--- src/rtl/conv_win3x3_gen_8ch.sv ---
// 3x3 sliding-window generator for an 8-channel int4 raster stream, two line buffers, no padding, stride 1.
// Optional WIN_LAST_EN macro adds a win_last output flagging the final window of each frame.
module conv_win3x3_gen_8ch #(
  parameter int IMG_W = 28,
  parameter int IMG_H = 28
) (
  input  logic        clk,
  input  logic        rst,
  input  logic        pix_valid,
  input  logic        pix_sof,
  input  logic [31:0] pix_data,
  output logic        win_valid,
  output logic [35:0] ifm_win3x3_0,
  output logic [35:0] ifm_win3x3_1,
  output logic [35:0] ifm_win3x3_2,
  output logic [35:0] ifm_win3x3_3,
  output logic [35:0] ifm_win3x3_4,
  output logic [35:0] ifm_win3x3_5,
  output logic [35:0] ifm_win3x3_6,
  output logic [35:0] ifm_win3x3_7,
`ifdef WIN_LAST_EN
  output logic        win_last,
`endif
  output logic        frame_done
);

  localparam int CW = $clog2(IMG_W);
  localparam int RW = $clog2(IMG_H);

  logic [CW-1:0] col_q, col_d, col_eff;
  logic [RW-1:0] row_q, row_d, row_eff;
  logic          last_col, last_row, emit, last_pix;

  logic [31:0] line1_mem [IMG_W];
  logic [31:0] line2_mem [IMG_W];
  logic [31:0] l1_rd, l2_rd;

  logic [31:0] win_q [3][3];
  logic [31:0] win_d [3][3];
  logic [35:0] out_q [8];
  logic [35:0] out_d [8];

  logic win_valid_q, frame_done_q;

  // A start-of-frame pixel is forced to (0,0) whatever the counters hold.
  always_comb begin
    col_eff  = pix_sof ? '0 : col_q;
    row_eff  = pix_sof ? '0 : row_q;
    last_col = (col_eff == CW'(IMG_W - 1));
    last_row = (row_eff == RW'(IMG_H - 1));
    col_d    = col_q;
    row_d    = row_q;
    if (pix_valid) begin
      if (last_col) begin
        col_d = '0;
        row_d = last_row ? '0 : row_eff + RW'(1);
      end else begin
        col_d = col_eff + CW'(1);
        row_d = row_eff;
      end
    end
    emit     = pix_valid && (row_eff >= RW'(2)) && (col_eff >= CW'(2));
    last_pix = pix_valid && last_col && last_row;
  end

  assign l1_rd = line1_mem[col_eff];
  assign l2_rd = line2_mem[col_eff];

  // Line RAMs carry no reset; windows are only emitted once both lines hold current-frame rows.
  always_ff @(posedge clk) begin
    if (pix_valid) begin
      line2_mem[col_eff] <= l1_rd;
      line1_mem[col_eff] <= pix_data;
    end
  end

  always_comb begin
    for (int r = 0; r < 3; r++) begin
      win_d[r][0] = win_q[r][1];
      win_d[r][1] = win_q[r][2];
    end
    win_d[0][2] = l2_rd;
    win_d[1][2] = l1_rd;
    win_d[2][2] = pix_data;
  end

  // Element (r,k) of channel c lands at nibble 8-(3r+k): top-left in the MSBs.
  always_comb begin
    for (int c = 0; c < 8; c++) begin
      out_d[c] = '0;
      for (int r = 0; r < 3; r++) begin
        for (int k = 0; k < 3; k++) begin
          out_d[c][35 - 4*(3*r + k) -: 4] = win_d[r][k][4*c + 3 -: 4];
        end
      end
    end
  end

  always_ff @(posedge clk or posedge rst) begin
    if (rst) begin
      col_q        <= '0;
      row_q        <= '0;
      win_valid_q  <= 1'b0;
      frame_done_q <= 1'b0;
      for (int r = 0; r < 3; r++) begin
        for (int k = 0; k < 3; k++) begin
          win_q[r][k] <= '0;
        end
      end
      for (int c = 0; c < 8; c++) begin
        out_q[c] <= '0;
      end
    end else begin
      col_q        <= col_d;
      row_q        <= row_d;
      win_valid_q  <= emit;
      frame_done_q <= last_pix;
      if (pix_valid) begin
        for (int r = 0; r < 3; r++) begin
          for (int k = 0; k < 3; k++) begin
            win_q[r][k] <= win_d[r][k];
          end
        end
      end
      if (emit) begin
        for (int c = 0; c < 8; c++) begin
          out_q[c] <= out_d[c];
        end
      end
    end
  end

`ifdef WIN_LAST_EN
  logic win_last_q;

  always_ff @(posedge clk or posedge rst) begin
    if (rst) begin
      win_last_q <= 1'b0;
    end else begin
      win_last_q <= last_pix;
    end
  end

  assign win_last = win_last_q;
`endif

  assign win_valid    = win_valid_q;
  assign frame_done   = frame_done_q;
  assign ifm_win3x3_0 = out_q[0];
  assign ifm_win3x3_1 = out_q[1];
  assign ifm_win3x3_2 = out_q[2];
  assign ifm_win3x3_3 = out_q[3];
  assign ifm_win3x3_4 = out_q[4];
  assign ifm_win3x3_5 = out_q[5];
  assign ifm_win3x3_6 = out_q[6];
  assign ifm_win3x3_7 = out_q[7];

endmodule
--- config.mk ---
export PLATFORM = sky130hd
export DESIGN_NAME = conv_win3x3_gen_8ch
export DESIGN_NICKNAME = d
export VERILOG_FILES = /design/src/rtl/conv_win3x3_gen_8ch.sv
export SDC_FILE = /design/constraint.sdc
export NUM_CORES = 2
export LEC_CHECK = 0
export ABC_AREA = 1
export CORE_ASPECT_RATIO = 1.1
export CORE_MARGIN = 1
export CORE_UTILIZATION = 31
export CTS_CLUSTER_DIAMETER = 100
export CTS_CLUSTER_SIZE = 8
export DETAILED_ROUTE_END_ITERATION = 10
export SYNTH_ARGS = -nofsm -noshare
export SYNTH_HDL_FRONTEND = slang
export SYNTH_SLANG_ARGS = --single-unit
export TNS_END_PERCENT = 30
--- constraint.sdc ---
create_clock -name clk -period 21.6 [get_ports clk]
set_input_delay 4.32 -clock clk [delete_from_list [all_inputs] [get_ports clk]]
set_output_delay 4.32 -clock clk [all_outputs]
set_load 0.01 [all_outputs]
==> qor.yml <==
die_width_um: 526
fin_area_um2: 110000
dieHeight_um: 578
setup_viol: 0
io_pins: 326
initial_core_util: 0.312
internal-power_uw: 8390
synthTopCellsByCount: "nand2_1 (3575), edfxtp_1 (1792), inv_1 (1015)"
synth.most_common_cell: "nand2_1"
core_area_um2: 300000
yosysWarnings: 0
fillCellCount: 29100
finalClockSkew_ns: 0.0586
cp.arrival_ns: 9.89
insertion_delay_ns: 0.94
ys_ff_latch: 2284
vias: 65100
worst_setup_path_start_kind: "primary input"
seqPwrFrac: 0.467
worst_ep_required_time_ns: 22.14
switching_share: 0.259
place_hpwl_um: 161000
avgViaCountPerCell: 4.91
clkTransAtPathRegs_ns: 0.05
wire_per_inst_um: 21.7
maxCapViolations: 0
grt_use_met2: 0.302
grt_pass1_vias: 63000
ys_seq_area_frac: 0.707
endpoint_kind: "register"
r2r_setup_slack_ns: 16.41
postSynthAreaPerCell_um2: 10.5
dieArea_um2: 304000
netlist.area_leader.share: 0.575
ir_worst_vdd_uv: 71.3
r2r_start: "col_q[1]$_DFFE_PP0P_"
postLayoutCoreUtil: 0.366
pre_cts_ws_ns: 11.39
netlist_area_um2: 93500
htree_levels: 5
clock_sinks: 2284
p_leak_uw: 0.0461
num_rows: 211
met3_usage: 0.0403
holdBufCountCts: 0
hold_viol: 0
seqCellArea_um2: 66100
slew_headroom: 0.0467
yosys.area.top_type: "edfxtp_1"
endpoint: "line2_mem[1][15]$_DFFE_PP_"
path_class: "in2reg"
final_layout_size_suffix_gt1_frac: 0.0614
top_usage_layer: "met2"
rsz0062_at_grt: "false"
grt_pass1_wl_um: 424000
netlist_instances: 8923
port_buffers: 325
routabilityCongestion: 0.829
yosysUniqueCellTypes: 31
post_cts_resized: 0
drtIter0Drc: 7205
max_freq_mhz: 107
overflow: 0
reg2reg_depth: 10
synthFlopType: "edfxtp_1"
final_cells: 13300
track_usage: 0.187
ant_nets: 0
fin_crit_sh: 0.433
final.setup.tns_ns: 0
tightest_slew_ns: 1.43
numCtsBuffers: 335
async_reset_ff_frac: 0.215
wirelength_um: 288000
synth_nets: 8960
critPathLaunch: "pix_sof"
drc: 0
cts_setup_buffers: 0
switchingPower_uw: 2930
maxSlewViolCount: 0
antenna_found_initial: 32
synth_area_leaders: "edfxtp_1 (58%), nand2_1 (14%), dfrtp_1 (13%)"
clockPowerShare: 0.401
grt_max_degree: 253
cts_tree: "yes"
outcome: "finished clean"
grt_use_met1: 0.249
dp_cells: 12900
clock_path_buffers: 4
synth_edf_count: 1792
multi_input_comb_area_um2: 21700
power_density_nw_per_um2: 103
area_growth_pct: 17.6
r2r_end: "line2_mem[21][31]$_DFFE_PP_"
min_period_ns: 9.35
drtPass1Iterations: 6
pwr-share-comb: 0.132
place_area_um2: 101000
crit_fanout: 120
clock_tree.root_cell: "clkbuf_16"
setup_ws_ns: 12.25
hp-class: "reg2reg"
final_nets: 9319
## cell families (layout without fill, tap and decap cells)
group	count (synthesis)	in the layout	synth area share
AND/OR/NAND/NOR	4659	4659	0.201
flip-flops	2284	2284	0.707
buffers and inverters	1491	1895	0.0643
AO/OA/AOI/OAI	487	487	0.0271
adder cells (fa/ha/maj)	1	1	0.000134
XOR/XNOR	1	1	0.0000937
other	0	4	0
## power groups by stage
stage               clock network, uW  registers [uW]  logic (uW)
finish                           4540            5290        1490
floorplan                           0            5370         662
detailed placement                  0            5360        1480
global route                     4760            5310        1620
CTS                              4600            5290        1490
global placement                    0            5360        1460
## cell type report
class,count,share of cell area
diodes,4,0.0000910
multi-input cells,5148,0.197
inverters,1026,0.0352
repair buffers,487,0.0419
clock buffers,376,0.0788
clock inverters,6,0.000671
flip-flops and latches,2284,0.601
well taps,3940,0.0448
## cells in the final DEF, fill, tap and decap left out, types with 113 or more instances in the layout
cell	n
clkbuf_16	341
inv_1	1013
clkdlybuf4s50_1	323
nand2_1	3574
edfxtp_1	1792
o21ai_0	296
buf_4	151
a21oi_1	113
dfrtp_1	491
nand3_1	897
## per-layer routing
layer | wire length (um) | part of all wire
met1 | 118000 | 0.41
met2 | 134000 | 0.46
met3 | 27700 | 0.096
met4 | 7890 | 0.027
met5 | 165 | 0.00057
## per-stage QoR
stage,hold WS (ns),power [uW]
floorplan,0.450,6040
global placement,0.460,6820
detailed placement,0.465,6840
CTS,0.479,11400
global route,0.494,11700
finish,0.474,11300
## sequential cells by signal (all words and copies together), names as in the netlist
register and cells:
ifm_win3x3_6 36, ifm_win3x3_5 36, ifm_win3x3_1 36, line2_mem 896
win_valid 1, line1_mem 896, frame_done 1, ifm_win3x3_3 36
col_q 5, ifm_win3x3_7 36, out_d 192, ifm_win3x3_4 36
ifm_win3x3_2 36, ifm_win3x3_0 36, row_q 5
## how the worst min path moves through the flow
stage                      startpoint                endpoint  slack, ns  cells after the start
6_report       out_d[112]$_DFFE_PP0P_  out_d[116]$_DFFE_PP0P_       0.47                      2
4_1_cts        out_d[115]$_DFFE_PP0P_  out_d[119]$_DFFE_PP0P_       0.48                      2
2_1_floorplan  out_d[112]$_DFFE_PP0P_  out_d[116]$_DFFE_PP0P_       0.45                      2
5_1_grt        out_d[115]$_DFFE_PP0P_  out_d[119]$_DFFE_PP0P_       0.49                      2
3_5_place_dp   out_d[256]$_DFFE_PP0P_  out_d[260]$_DFFE_PP0P_       0.47                      2
3_3_place_gp   out_d[220]$_DFFE_PP0P_  out_d[224]$_DFFE_PP0P_       0.46                      2
## critical path, stage by stage
cell	delay [ns]
clkdlybuf4s50_1	1.04
inv_6	0.34
nand2_8	0.58
buf_4	0.69
buf_12	0.47
buf_4	0.67
nand3_1	0.15
nand2_1	0.10
nand2_1	0.06
nand2_1	0.12
nand2_1	0.06
nand3_1	0.94
Power figures use the tool's default switching activity.
